`config.mk`:
```
export PLATFORM = sky130hd
export DESIGN_NAME = plp_rom_prefetch_flat
export DESIGN_NICKNAME = d
export VERILOG_FILES = /design/src/rtl/plp_rom_prefetch_pkg.sv /design/src/rtl/plp_rom_prefetch_if.sv /design/src/rtl/plp_sync_fifo.sv /design/src/rtl/plp_rom_prefetch.sv /design/src/flat_wrapper.sv
export SDC_FILE = /design/constraint.sdc
export NUM_CORES = 1
export LEC_CHECK = 0
export BUFFER_PORTS_ARGS = -buffer_cell sky130_fd_sc_hd__buf_4
export CORE_MARGIN = 2
export CORE_UTILIZATION = 30
export DETAILED_ROUTE_END_ITERATION = 16
export MAX_ROUTING_LAYER = met4
export PLACE_DENSITY = 0.42
export SETUP_SLACK_MARGIN = 0.15
export SYNTH_ARGS = -nofsm -noshare
export SYNTH_HDL_FRONTEND = slang
export SYNTH_HIERARCHICAL = 1
export SYNTH_SLANG_ARGS = --single-unit
```
`constraint.sdc`:
```
create_clock -name clk -period 8.7 [get_ports clk]
set_input_delay 0.87 -clock clk [delete_from_list [all_inputs] [get_ports clk]]
set_output_delay 0.87 -clock clk [all_outputs]
set_load 0.1 [all_outputs]
```
`src/rtl/plp_rom_prefetch_pkg.sv`:
```
// plp_rom_prefetch_pkg
// Shared types and default constants for the boot-ROM instruction prefetcher.
//   state_t  : prefetch control states (IDLE after reset, FETCH forever after)
//   entry_t  : one buffered instruction word together with its byte PC
//   DEF_*    : default values for the ADDR_W / DEPTH / RESET_PC parameters
//   align_pc : forces a byte PC onto a word boundary
package plp_rom_prefetch_pkg;

  localparam int          DEF_ADDR_W   = 9;
  localparam int          DEF_DEPTH    = 4;
  localparam logic [31:0] DEF_RESET_PC = 32'h0000_0000;

  typedef enum logic {
    IDLE  = 1'b0,
    FETCH = 1'b1
  } state_t;

  typedef struct packed {
    logic [31:0] instr;
    logic [31:0] pc;
  } entry_t;

  // Redirect targets may carry byte-offset bits; the ROM is word addressed.
  function automatic logic [31:0] align_pc(input logic [31:0] pc);
    return pc & 32'hFFFF_FFFC;
  endfunction

endpackage

```
`src/rtl/plp_rom_prefetch_if.sv`:
```
// plp_rom_prefetch_if
// Bundles the prefetcher's three external channels:
//   redirect : redirect_valid, redirect_pc      (CPU -> prefetcher)
//   rom      : rom_en, rom_addr -> / <- rom_data (prefetcher <-> ROM port)
//   output   : out_valid, out_instr, out_pc -> / <- out_ready (prefetcher <-> CPU)
// Modports:
//   master : the prefetch block itself
//   slave  : the environment (CPU fetch path plus ROM)
interface plp_rom_prefetch_if
  import plp_rom_prefetch_pkg::*;
#(
  parameter int ADDR_W = DEF_ADDR_W
) ();

  logic              redirect_valid;
  logic [31:0]       redirect_pc;
  logic              rom_en;
  logic [ADDR_W-1:0] rom_addr;
  logic [31:0]       rom_data;
  logic              out_valid;
  logic              out_ready;
  logic [31:0]       out_instr;
  logic [31:0]       out_pc;

  modport master (
    input  redirect_valid, redirect_pc, rom_data, out_ready,
    output rom_en, rom_addr, out_valid, out_instr, out_pc
  );

  modport slave (
    output redirect_valid, redirect_pc, rom_data, out_ready,
    input  rom_en, rom_addr, out_valid, out_instr, out_pc
  );

endinterface

```
`src/rtl/plp_sync_fifo.sv`:
```
// plp_sync_fifo
// Small synchronous FIFO of entry_t with a registered head, so the consumer
// sees the oldest entry straight from flops.
//   clk, rst_n  : clock, asynchronous active-low reset
//   clear       : synchronous flush, dominates push and pop
//   push        : write push_data (accepted when not full, or full with pop)
//   push_data   : entry to enqueue
//   pop         : drop the current head (ignored when empty)
//   head        : oldest entry, zero when empty
//   head_valid  : FIFO holds at least one entry
//   count       : current occupancy, 0..DEPTH
module plp_sync_fifo
  import plp_rom_prefetch_pkg::*;
#(
  parameter  int DEPTH = DEF_DEPTH,
  localparam int CW    = $clog2(DEPTH) + 1
) (
  input  logic          clk,
  input  logic          rst_n,
  input  logic          clear,
  input  logic          push,
  input  entry_t        push_data,
  input  logic          pop,
  output entry_t        head,
  output logic          head_valid,
  output logic [CW-1:0] count
);

  localparam int PW = $clog2(DEPTH);

  entry_t        mem [DEPTH];
  entry_t        head_q;
  entry_t        head_d;
  logic [PW-1:0] rd_ptr_q;
  logic [PW-1:0] rd_ptr_d;
  logic [PW-1:0] wr_ptr_q;
  logic [CW-1:0] count_q;
  logic [CW-1:0] count_d;
  logic          push_ok;
  logic          pop_ok;

  // Next read pointer, occupancy and head value. The new head is either the
  // word arriving this cycle (when it lands in the slot that becomes the
  // head) or the stored entry at the advanced read pointer.
  always_comb begin
    pop_ok   = pop && (count_q != '0);
    push_ok  = push && ((count_q != CW'(DEPTH)) || pop_ok);
    rd_ptr_d = rd_ptr_q;
    count_d  = count_q;
    head_d   = '0;
    if (pop_ok) begin
      rd_ptr_d = rd_ptr_q + PW'(1);
    end
    if (push_ok && !pop_ok) begin
      count_d = count_q + CW'(1);
    end else if (pop_ok && !push_ok) begin
      count_d = count_q - CW'(1);
    end
    if (count_d != '0) begin
      if (push_ok && (wr_ptr_q == rd_ptr_d)) begin
        head_d = push_data;
      end else begin
        head_d = mem[rd_ptr_d];
      end
    end
  end

  // Pointer, occupancy and head registers.
  always_ff @(posedge clk or negedge rst_n) begin
    if (!rst_n) begin
      rd_ptr_q <= '0;
      wr_ptr_q <= '0;
      count_q  <= '0;
      head_q   <= '0;
    end else if (clear) begin
      rd_ptr_q <= '0;
      wr_ptr_q <= '0;
      count_q  <= '0;
      head_q   <= '0;
    end else begin
      rd_ptr_q <= rd_ptr_d;
      count_q  <= count_d;
      head_q   <= head_d;
      if (push_ok) begin
        wr_ptr_q <= wr_ptr_q + PW'(1);
      end
    end
  end

  // Storage array; contents need no reset since occupancy gates every read.
  always_ff @(posedge clk) begin
    if (push_ok && !clear) begin
      mem[wr_ptr_q] <= push_data;
    end
  end

  assign head       = head_q;
  assign head_valid = (count_q != '0);
  assign count      = count_q;

endmodule

```
`src/rtl/plp_rom_prefetch.sv`:
```
// plp_rom_prefetch
// Instruction prefetch stage between the dual-port boot ROM and the CPU fetch
// path. Issues sequential word reads, buffers returned words with their PCs
// and hands them to the CPU over valid/ready; redirects flush the buffer.
// Ports:
//   clk, rst_n   : clock, asynchronous active-low reset
//   bus (master) : redirect_valid/redirect_pc in, rom_en/rom_addr out,
//                  rom_data in, out_valid/out_instr/out_pc out, out_ready in
//   stat_fetches : ROM reads issued, saturating    (ROM_PREFETCH_STATS_EN only)
//   stat_flushes : redirects accepted, saturating  (ROM_PREFETCH_STATS_EN only)
// Build option: define ROM_PREFETCH_STATS_EN to add the statistics counters.
module plp_rom_prefetch
  import plp_rom_prefetch_pkg::*;
#(
  parameter int          ADDR_W   = DEF_ADDR_W,
  parameter int          DEPTH    = DEF_DEPTH,
  parameter logic [31:0] RESET_PC = DEF_RESET_PC
) (
  input  logic                clk,
  input  logic                rst_n,
  plp_rom_prefetch_if.master  bus
`ifdef ROM_PREFETCH_STATS_EN
  ,
  output logic [15:0]         stat_fetches,
  output logic [15:0]         stat_flushes
`endif
);

  localparam int            CW      = $clog2(DEPTH) + 1;
  localparam logic [CW:0]   DEPTH_V = (CW + 1)'(DEPTH);

  state_t        state_q;
  state_t        state_d;
  logic [31:0]   fetch_pc_q;
  logic [31:0]   issued_pc_q;
  logic          inflight_q;
  logic          rom_en;
  logic [CW-1:0] fifo_count;
  logic [CW:0]   occupancy;
  logic          push;
  logic          pop;
  logic          head_valid;
  entry_t        push_data;
  entry_t        head;

  // Slots already spoken for: buffered words plus the read whose data is on
  // rom_data this cycle. Issuing only below DEPTH means a capture can never
  // find the FIFO full without a matching pop.
  assign occupancy = {1'b0, fifo_count} + {{CW{1'b0}}, inflight_q};

  // Control state register.
  always_ff @(posedge clk or negedge rst_n) begin
    if (!rst_n) begin
      state_q <= IDLE;
    end else begin
      state_q <= state_d;
    end
  end

  // Next state and ROM issue decision. A redirect blocks issue in its own
  // cycle because fetch_pc still holds the old path.
  always_comb begin
    state_d = state_q;
    rom_en  = 1'b0;
    case (state_q)
      IDLE:    state_d = FETCH;
      FETCH:   rom_en  = !bus.redirect_valid && (occupancy < DEPTH_V);
      default: state_d = IDLE;
    endcase
  end

  // Fetch PC, PC of the outstanding read, and the in-flight flag. The flag
  // is simply last cycle's issue: data always returns one edge later, so
  // capture and the next issue share that edge.
  always_ff @(posedge clk or negedge rst_n) begin
    if (!rst_n) begin
      fetch_pc_q  <= RESET_PC;
      issued_pc_q <= '0;
      inflight_q  <= 1'b0;
    end else begin
      inflight_q <= rom_en;
      if (rom_en) begin
        issued_pc_q <= fetch_pc_q;
      end
      if (bus.redirect_valid) begin
        fetch_pc_q <= align_pc(bus.redirect_pc);
      end else if (rom_en) begin
        fetch_pc_q <= fetch_pc_q + 32'd4;
      end
    end
  end

  // A redirect squashes the word returning this cycle (issued last cycle).
  assign push            = inflight_q && !bus.redirect_valid;
  assign push_data.instr = bus.rom_data;
  assign push_data.pc    = issued_pc_q;
  assign pop             = head_valid && bus.out_ready;

  plp_sync_fifo #(
    .DEPTH (DEPTH)
  ) u_fifo (
    .clk        (clk),
    .rst_n      (rst_n),
    .clear      (bus.redirect_valid),
    .push       (push),
    .push_data  (push_data),
    .pop        (pop),
    .head       (head),
    .head_valid (head_valid),
    .count      (fifo_count)
  );

  // rom_addr wraps at the ROM size while fetch_pc keeps counting.
  assign bus.rom_en    = rom_en;
  assign bus.rom_addr  = fetch_pc_q[ADDR_W+1:2];
  assign bus.out_valid = head_valid;
  assign bus.out_instr = head.instr;
  assign bus.out_pc    = head.pc;

`ifdef ROM_PREFETCH_STATS_EN
  // Saturating counters of issued ROM reads and accepted redirects.
  always_ff @(posedge clk or negedge rst_n) begin
    if (!rst_n) begin
      stat_fetches <= '0;
      stat_flushes <= '0;
    end else begin
      if (rom_en && (stat_fetches != 16'hFFFF)) begin
        stat_fetches <= stat_fetches + 16'd1;
      end
      if (bus.redirect_valid && (stat_flushes != 16'hFFFF)) begin
        stat_flushes <= stat_flushes + 16'd1;
      end
    end
  end
`endif

endmodule
```
`src/flat_wrapper.sv`:
```
// flat-port wrapper written by rule: the top's interface ports become plain ports
module plp_rom_prefetch_flat import plp_rom_prefetch_pkg::*;
#(
  parameter int          ADDR_W   = DEF_ADDR_W,
  parameter int          DEPTH    = DEF_DEPTH,
  parameter logic [31:0] RESET_PC = DEF_RESET_PC
)
  (clk, rst_n, bus_redirect_valid, bus_redirect_pc, bus_rom_data, bus_out_ready, bus_rom_en, bus_rom_addr, bus_out_valid, bus_out_instr, bus_out_pc);
  plp_rom_prefetch_if #(.ADDR_W(ADDR_W)) bus_i ();
  input  logic clk;
  input  logic rst_n;
  input wire logic [$bits(bus_i.redirect_valid)-1:0] bus_redirect_valid;
  input wire logic [$bits(bus_i.redirect_pc)-1:0] bus_redirect_pc;
  input wire logic [$bits(bus_i.rom_data)-1:0] bus_rom_data;
  input wire logic [$bits(bus_i.out_ready)-1:0] bus_out_ready;
  output wire logic [$bits(bus_i.rom_en)-1:0] bus_rom_en;
  output wire logic [$bits(bus_i.rom_addr)-1:0] bus_rom_addr;
  output wire logic [$bits(bus_i.out_valid)-1:0] bus_out_valid;
  output wire logic [$bits(bus_i.out_instr)-1:0] bus_out_instr;
  output wire logic [$bits(bus_i.out_pc)-1:0] bus_out_pc;
  assign bus_i.redirect_valid = bus_redirect_valid;
  assign bus_i.redirect_pc = bus_redirect_pc;
  assign bus_i.rom_data = bus_rom_data;
  assign bus_i.out_ready = bus_out_ready;
  assign bus_rom_en = bus_i.rom_en;
  assign bus_rom_addr = bus_i.rom_addr;
  assign bus_out_valid = bus_i.out_valid;
  assign bus_out_instr = bus_i.out_instr;
  assign bus_out_pc = bus_i.out_pc;
  plp_rom_prefetch #(.ADDR_W(ADDR_W), .DEPTH(DEPTH), .RESET_PC(RESET_PC)) u_core (.clk(clk), .rst_n(rst_n), .bus(bus_i));
endmodule
```
==> reports/qor.csv, run 1 <==
metric,value,unit
status,completed,
via_per_inst,5.76,
grt_pass1_vias,15527,
start_kind,flop,
cp.required,9.15,ns
cp_max_fo,140,
fill_cells,6561,
setup_viol,0,
drc_errors,0,
die_area,0.0677,mm²
rows,93,
seq_area_frac_synth,0.559,
holdCritPathClass,primary input to async pin,
wl_per_cell,23.7,µm
r2r_start,u_core/u_fifo/count[1]$_DFF_PN0_,
timing.slew.headroom,0.248,
cts_setup_buffers,0,
synth_async_sr_flop_share,0.342,
finalCriticalPeriod,5.26,ns
skew,0.0241,ns
worstMarginPinSlew,1.13,ns
grt_overflow,0,
period_share,0.604,
cp-end-kind,flop,
firstDrtPassIters,7,
hpwl,32600,µm
antenna_left,0,
avgSynthCellArea,10.7,µm²
io_pins,143,
irDropWorstVdd,0.000110,V
fin_nets,1930,
rsz0062_at_grt,no,
pwr_density_cell,190,mW/mm²
synth_cell_types,61,
maxSlewViolCount,0,
synthFlopType,edfxtp_1,
antennaDiodeCount,0,
clockBufferDepth,3,
clkTransAtPathRegs,0.06,ns
drt_first_iter_violations,1333,
die_h,260,µm
cts_tree,yes,
clkSinkCount,389,
r2r_end,u_core/u_fifo/head[29]$_DFF_PN0_,
grt_start_max_net_pins,141,
cts_made_buffers,49,
yosys.cell_count.top_type,nand3_1,
cts_hold_buffers,0,
cp_data_arrival_time,5.70,ns
fmax,190,MHz
synth_area,0.0197,mm²
synth_warnings,6,
yosys-top-cells-count,"276 x nand3_1, 256 x edfxtp_1, 141 x clkbuf_1, 136 x nand4_1, 133 x dfrtp_1",
grt_first_pass_wirelength,98000,µm
rrSetupSlack,3.44,ns
hold_violations,0,
ys_seq_elements,389,
htree_levels,2,
drive_above_1_share,0.146,
r2r_cells,11,
synth.top_cell.area_share,0.390,
path_class,flop to flop,
timing.hold.ws,0.370,ns
p_leak,0.00875,µW
gp_congestion,0.736,
cts_resized,0,
syn_inst,1840,
routed_wl,65100,µm
syn_to_final_growth,15.4,%
ys_top_cells_by_area,"edfxtp_1 39%, dfrtp_1 17%, nand3_1 7.0%",
cp-endpoint,u_core/u_fifo/head[29]$_DFF_PN0_,
root_buffer,clkbuf_16,
core,0.0647,mm²
crit_start,u_core/u_fifo/count[1]$_DFF_PN0_,
die_w,260,µm
vias,15820,
max-cap-violations,0,
io_buffers,140,
track_usage,0.196,
antenna_found_initial,0,
start_util,0.304,
yosysTopAreaCell,edfxtp_1,
fin_tns_setup,0,ns
synth-edff-count,256,
clk_latency,0.59,ns
## layer usage
metal | vias to the layer above | wire length (µm) | global-route usage
met3 | 102 | 3090 | 0.0233
li1 | 7213 | - | -
met1 | 8012 | 29300 | 0.257
met5 | - | 0 | -
met2 | 493 | 31400 | 0.320
met4 | 0 | 1300 | 0.0538
## cells in the final DEF, fill, tap and decap left out, types with 3 or more instances in the layout
master     Yosys  final
nand3_1      276    274
edfxtp_1     256    256
buf_4         11    173
nand4_1      136    136
dfrtp_1      133    131
nand2_1      122    121
a211oi_1     120    120
o21ai_0       89     89
nand3b_1      70     70
and3_1        66     66
a31oi_1       65     64
a211o_1       63     63
a22o_1        63     63
clkbuf_16      0     51
clkbuf_1     141     20
nor2_1        19     19
o211ai_1      12     12
inv_1         13     11
conb_1         2     11
nor2b_1       11     10
a211oi_2      10     10
a221o_1        8      8
ha_1           8      8
clkinv_2       0      7
a21oi_1        7      7
xnor2_1        6      6
clkinv_1       0      5
or3_1          5      5
and2_1         7      5
nor3_1         5      5
clkbuf_8       0      4
nor3b_2        0      4
a22oi_1        3      3
o311ai_0       3      3
xor2_1         3      3
nor3b_1        7      3
## area by class of cell
cell class | instances | area [µm²] | share of cell area
Inverter | 14 | 60.1 | 0.00264
Clock inverter | 15 | 100 | 0.00440
Timing Repair Buffer | 174 | 1310 | 0.0576
Tap cell | 855 | 1070 | 0.0471
Sequential cell | 389 | 11000 | 0.485
Clock buffer | 75 | 1410 | 0.0619
Multi-Input combinational cell | 1226 | 7760 | 0.341
## cell families after synthesis
kind of cell | synth area share
compound gates | 0.171
xor+xnor | 0.00400
fa+ha+maj | 0.00508
buf+inv | 0.0527
flops | 0.559
mux | 0.000508
other cells | 0.000381
simple gates | 0.207
## worst min-delay path by stage
stage | endpoint | cells after the start
2_1_floorplan | u_core/issued_pc_q[31]$_DFFE_PN0P_ | 2
3_3_place_gp | u_core/fetch_pc_q[17]$_DFFE_PN0P_ | 1
3_5_place_dp | u_core/issued_pc_q[15]$_DFFE_PN0P_ | 2
4_1_cts | u_core/u_fifo/head[57]$_DFF_PN0_ | 1
5_1_grt | u_core/u_fifo/head[57]$_DFF_PN0_ | 1
6_report | u_core/u_fifo/head[57]$_DFF_PN0_ | 1
## worst max-delay path, stage by stage (launching register included)
cell,delay [ns]
dfrtp_1,0.44
inv_1,0.11
ha_1,0.29
nor2b_4,0.19
inv_8,0.53
and2_4,0.47
buf_4,0.77
inv_2,0.35
nor2_1,0.46
a31oi_4,0.29
a21o_4,0.65
a211oi_1,0.48
## flip-flops by register name (all words and copies together), names as in the netlist
| name | cells |
|---|---|
| u_core/fetch_pc_q | 30 |
| u_core/state_q | 1 |
| u_core/u_fifo/wr_ptr_q | 2 |
| u_core/u_fifo/mem | 256 |
| u_core/inflight_q | 1 |
| u_core/u_fifo/head | 64 |
| u_core/u_fifo/count | 3 |
| u_core/issued_pc_q | 30 |
| u_core/u_fifo/rd_ptr_q | 2 |
## stage by stage
step	util	power (µW)	cell area, µm²	worst slack [ns]	instances
detailed placement	0.328	2450	21200	3.43	2658
global route	0.351	4500	22700	3.15	2748
CTS	0.351	4390	22700	3.40	2748
floorplan	-	2320	19700	0.767	1849
global placement	0.328	2450	21200	3.44	2658
finish	0.351	4330	22700	3.44	2748
## report_power, final
| group | switching (µW) | leakage, µW | total, µW | internal (µW) |
|---|---|---|---|---|
| clock | 780 | 0.000735 | 1920 | 1140 |
| combinational | 211 | 0.00394 | 289 | 77.9 |
| sequential | 73.6 | 0.00407 | 2120 | 2050 |
| total | 1060 | 0.00875 | 4330 | 3260 |
Note: power is estimated with default switching activity, not from simulation.
==> inputs of run 2 (changes only) <==
Settings changed: PLACE_DENSITY 0.42 to 0.44.
Clock period 8.7 ns to 4.7 ns, I/O delays scaled along.
==> run 2 against run 1 <==
- first-iteration DRC count fell by 15%
- final area rose by 0.96%
- combinational power rose by 87%
- routed wire length fell by 1.7%
- cell count rose by 0.51%
==> reports/qor.csv, run 2 (synthesized netlist as in run 1, its figures left out) <==
metric,value,unit,change
syn_to_final_growth,16.6,%,was 15.4%
cts_setup_buffers,0,,unchanged
via_per_inst,5.72,,was 5.76
grt_overflow,0,,unchanged
io_buffers,140,,unchanged
die_h,260,µm,unchanged
htree_levels,2,,unchanged
final_common_cell,nand3_1,,unchanged
timing.hold.ws,0.0937,ns,was 0.370 ns
start_util,0.304,,unchanged
die_area,0.0677,mm²,unchanged
p_leak,0.00889,µW,was 0.00875 µW
drt_first_iter_violations,1128,,was 1333
total_power,8030,µW,was 4330 µW
fmax,245,MHz,was 190 MHz
fin_tns_setup,0,ns,unchanged
clkTransAtPathRegs,0.06,ns,about the same
clk_latency,0.59,ns,about the same
largest_register_ffs,256,,unchanged
cp-end-kind,flop,,unchanged
drc_errors,0,,unchanged
critPathMaxStageDelay,0.82,ns,was 0.77 ns
setup_viol,0,,unchanged
track_usage,0.192,,was 0.196
cp_data_arrival_time,4.54,ns,was 5.70 ns
root_buffer,clkbuf_16,,unchanged
path_class,flop to flop,,unchanged
routed_wl,64000,µm,was 65100 µm
cp_max_fo,64,,was 140
timing.slew.headroom,0.270,,was 0.248
die_w,260,µm,unchanged
clkSinkCount,389,,unchanged
io_pins,143,,unchanged
start_kind,flop,,unchanged
hpwl,35000,µm,was 32600 µm
cp.required,5.15,ns,was 9.15 ns
dpl_worst_slack,0.673,ns,was 3.43 ns
regMostFlops,u_core/u_fifo/mem,,unchanged
skew,0.0179,ns,was 0.0241 ns
post_dp_cell_area,0.0214,mm²,was 0.0212 mm²
worstMarginPinSlew,1.10,ns,was 1.13 ns
firstDrtPassIters,5,,was 7
stdcell_area,0.0229,mm²,was 0.0227 mm²
crit_slowest_cell,o31ai_4,,was buf_4
cts_made_buffers,47,,was 49
rsz0062_at_grt,no,,unchanged
max-cap-violations,0,,unchanged
grt_pass1_vias,15510,,was 15527
rrSetupSlack,0.61,ns,was 3.44 ns
holdCritPathClass,primary input to flop,,was primary input to async pin
rows,93,,unchanged
hold_violations,0,,unchanged
grt_first_pass_wirelength,96600,µm,was 98000 µm
wl_per_cell,23.2,µm,was 23.7 µm
setup_ws,0.613,ns,was 3.44 ns
most-common-layout-cells,"274 x nand3_1, 256 x edfxtp_1, 186 x buf_4",,"was 274 x nand3_1, 256 x edfxtp_1, 173 x buf_4"
period_share,0.870,,was 0.604
core,0.0647,mm²,unchanged
fin_nets,1947,,was 1930
grt_start_max_net_pins,160,,was 141
irDropWorstVdd,0.000223,V,was 0.000110 V
antennaDiodeCount,0,,unchanged
drive_above_1_share,0.156,,was 0.146
status,completed,,unchanged
finalCriticalPeriod,4.09,ns,was 5.26 ns
antenna_left,0,,unchanged
antenna_found_initial,0,,unchanged
cts_tree,yes,,unchanged
gp_congestion,0.749,,was 0.736
vias,15808,,was 15820
clockBufferDepth,3,,unchanged
crit_chain,inv_1 > ha_1 > nor2b_4 > inv_8 > and2_4 > inv_2 > buf_12 > o21ai_0 > a32o_1 > o31ai_4 > buf_4 > a211oi_1,,was inv_1 > ha_1 > nor2b_4 > inv_8 > and2_4 > buf_4 > inv_2 > nor2_1 > a31oi_4 > a21o_4 > a211oi_1
fill_cells,6428,,was 6561
pwr_density_cell,350,mW/mm²,was 190 mW/mm²
maxSlewViolCount,0,,unchanged
run 2: changes by cell type in the layout (fill, tap and decap cells not counted), sizes merged:
cell         previous run  this run
dlygate4sd3             0         1
buf                   174       192
clkinvlp                1         0
inv                    15        14
bufinv                  1         3
clkbuf                 75        65
clkinv                 12        17
run 2: where the power goes:
| group | total (µW) | internal (µW) | switching, µW |
|---|---|---|---|
| Combinational | 539 | 151 | 388 |
| Clock | 3560 | 2110 | 1440 |
| Sequential | 3940 | 3790 | 147 |
| Total | 8030 | 6050 | 1980 |
run 2: worst max-delay path: cells and delay by family, from the launching register on:
family | cells | cell delay [ns]
buffers and inverters | 5 | 1.21
and+or+nand+nor | 2 | 0.56
DFF | 1 | 0.44
adders and majority gates | 1 | 0.33
AOI/OAI and AO/OA | 4 | 1.33
run 2: per-stage QoR:
step | instances | utilization
final | 2762 | 0.355
after global routing | 2762 | 0.355
after CTS | 2762 | 0.355
after detailed placement | 2676 | 0.331
after global placement | 2676 | 0.331
after floorplan | 1849 | -
run 2: timing repair:
| item | 4_1_cts | 5_1_grt |
|---|---|---|
| gates resized for setup | 0 | 0 |
| endpoints found under the hold margin | 26 | 0 |
| setup endpoints to repair | 0 | 0 |
| hold buffers | 1 | 0 |
run 2: per-layer routing:
metal / vias to the layer above / GRT usage / part of all wire
met2: 504 / 0.312 / 0.48
met1: 7950 / 0.243 / 0.44
li1: 7242 / - / -
met3: 112 / 0.0360 / 0.058
met5: - / - / 0
met4: 0 / 0.0559 / 0.025
run 2: final timing paths:
check	start	cells past startpoint	end
worst max register to register	u_core/u_fifo/count[1]$_DFF_PN0_	12	u_core/u_fifo/head[32]$_DFF_PN0_
worst min register to register	u_core/issued_pc_q[10]$_DFFE_PN0P_	0	u_core/u_fifo/mem[2][10]$_DFFE_PP_
min in group asynchronous	rst_n	2	u_core/u_fifo/head[57]$_DFF_PN0_
worst min-delay path	bus_redirect_pc[2]	3	u_core/fetch_pc_q[2]$_DFFE_PN0P_
max in group asynchronous	rst_n	3	u_core/u_fifo/head[40]$_DFF_PN0_
worst max-delay path	u_core/u_fifo/count[1]$_DFF_PN0_	12	u_core/u_fifo/head[32]$_DFF_PN0_
run 2: area by class of cell:
class,count,area [µm²],share of cell area
inverters,14,60.1,0.00262
well taps,855,1070,0.0466
clock inverters,20,176,0.00769
repair buffers,193,1520,0.0661
multi-input cells,1226,7790,0.339
clock buffers,65,1320,0.0574
flip-flops and latches,389,11000,0.480
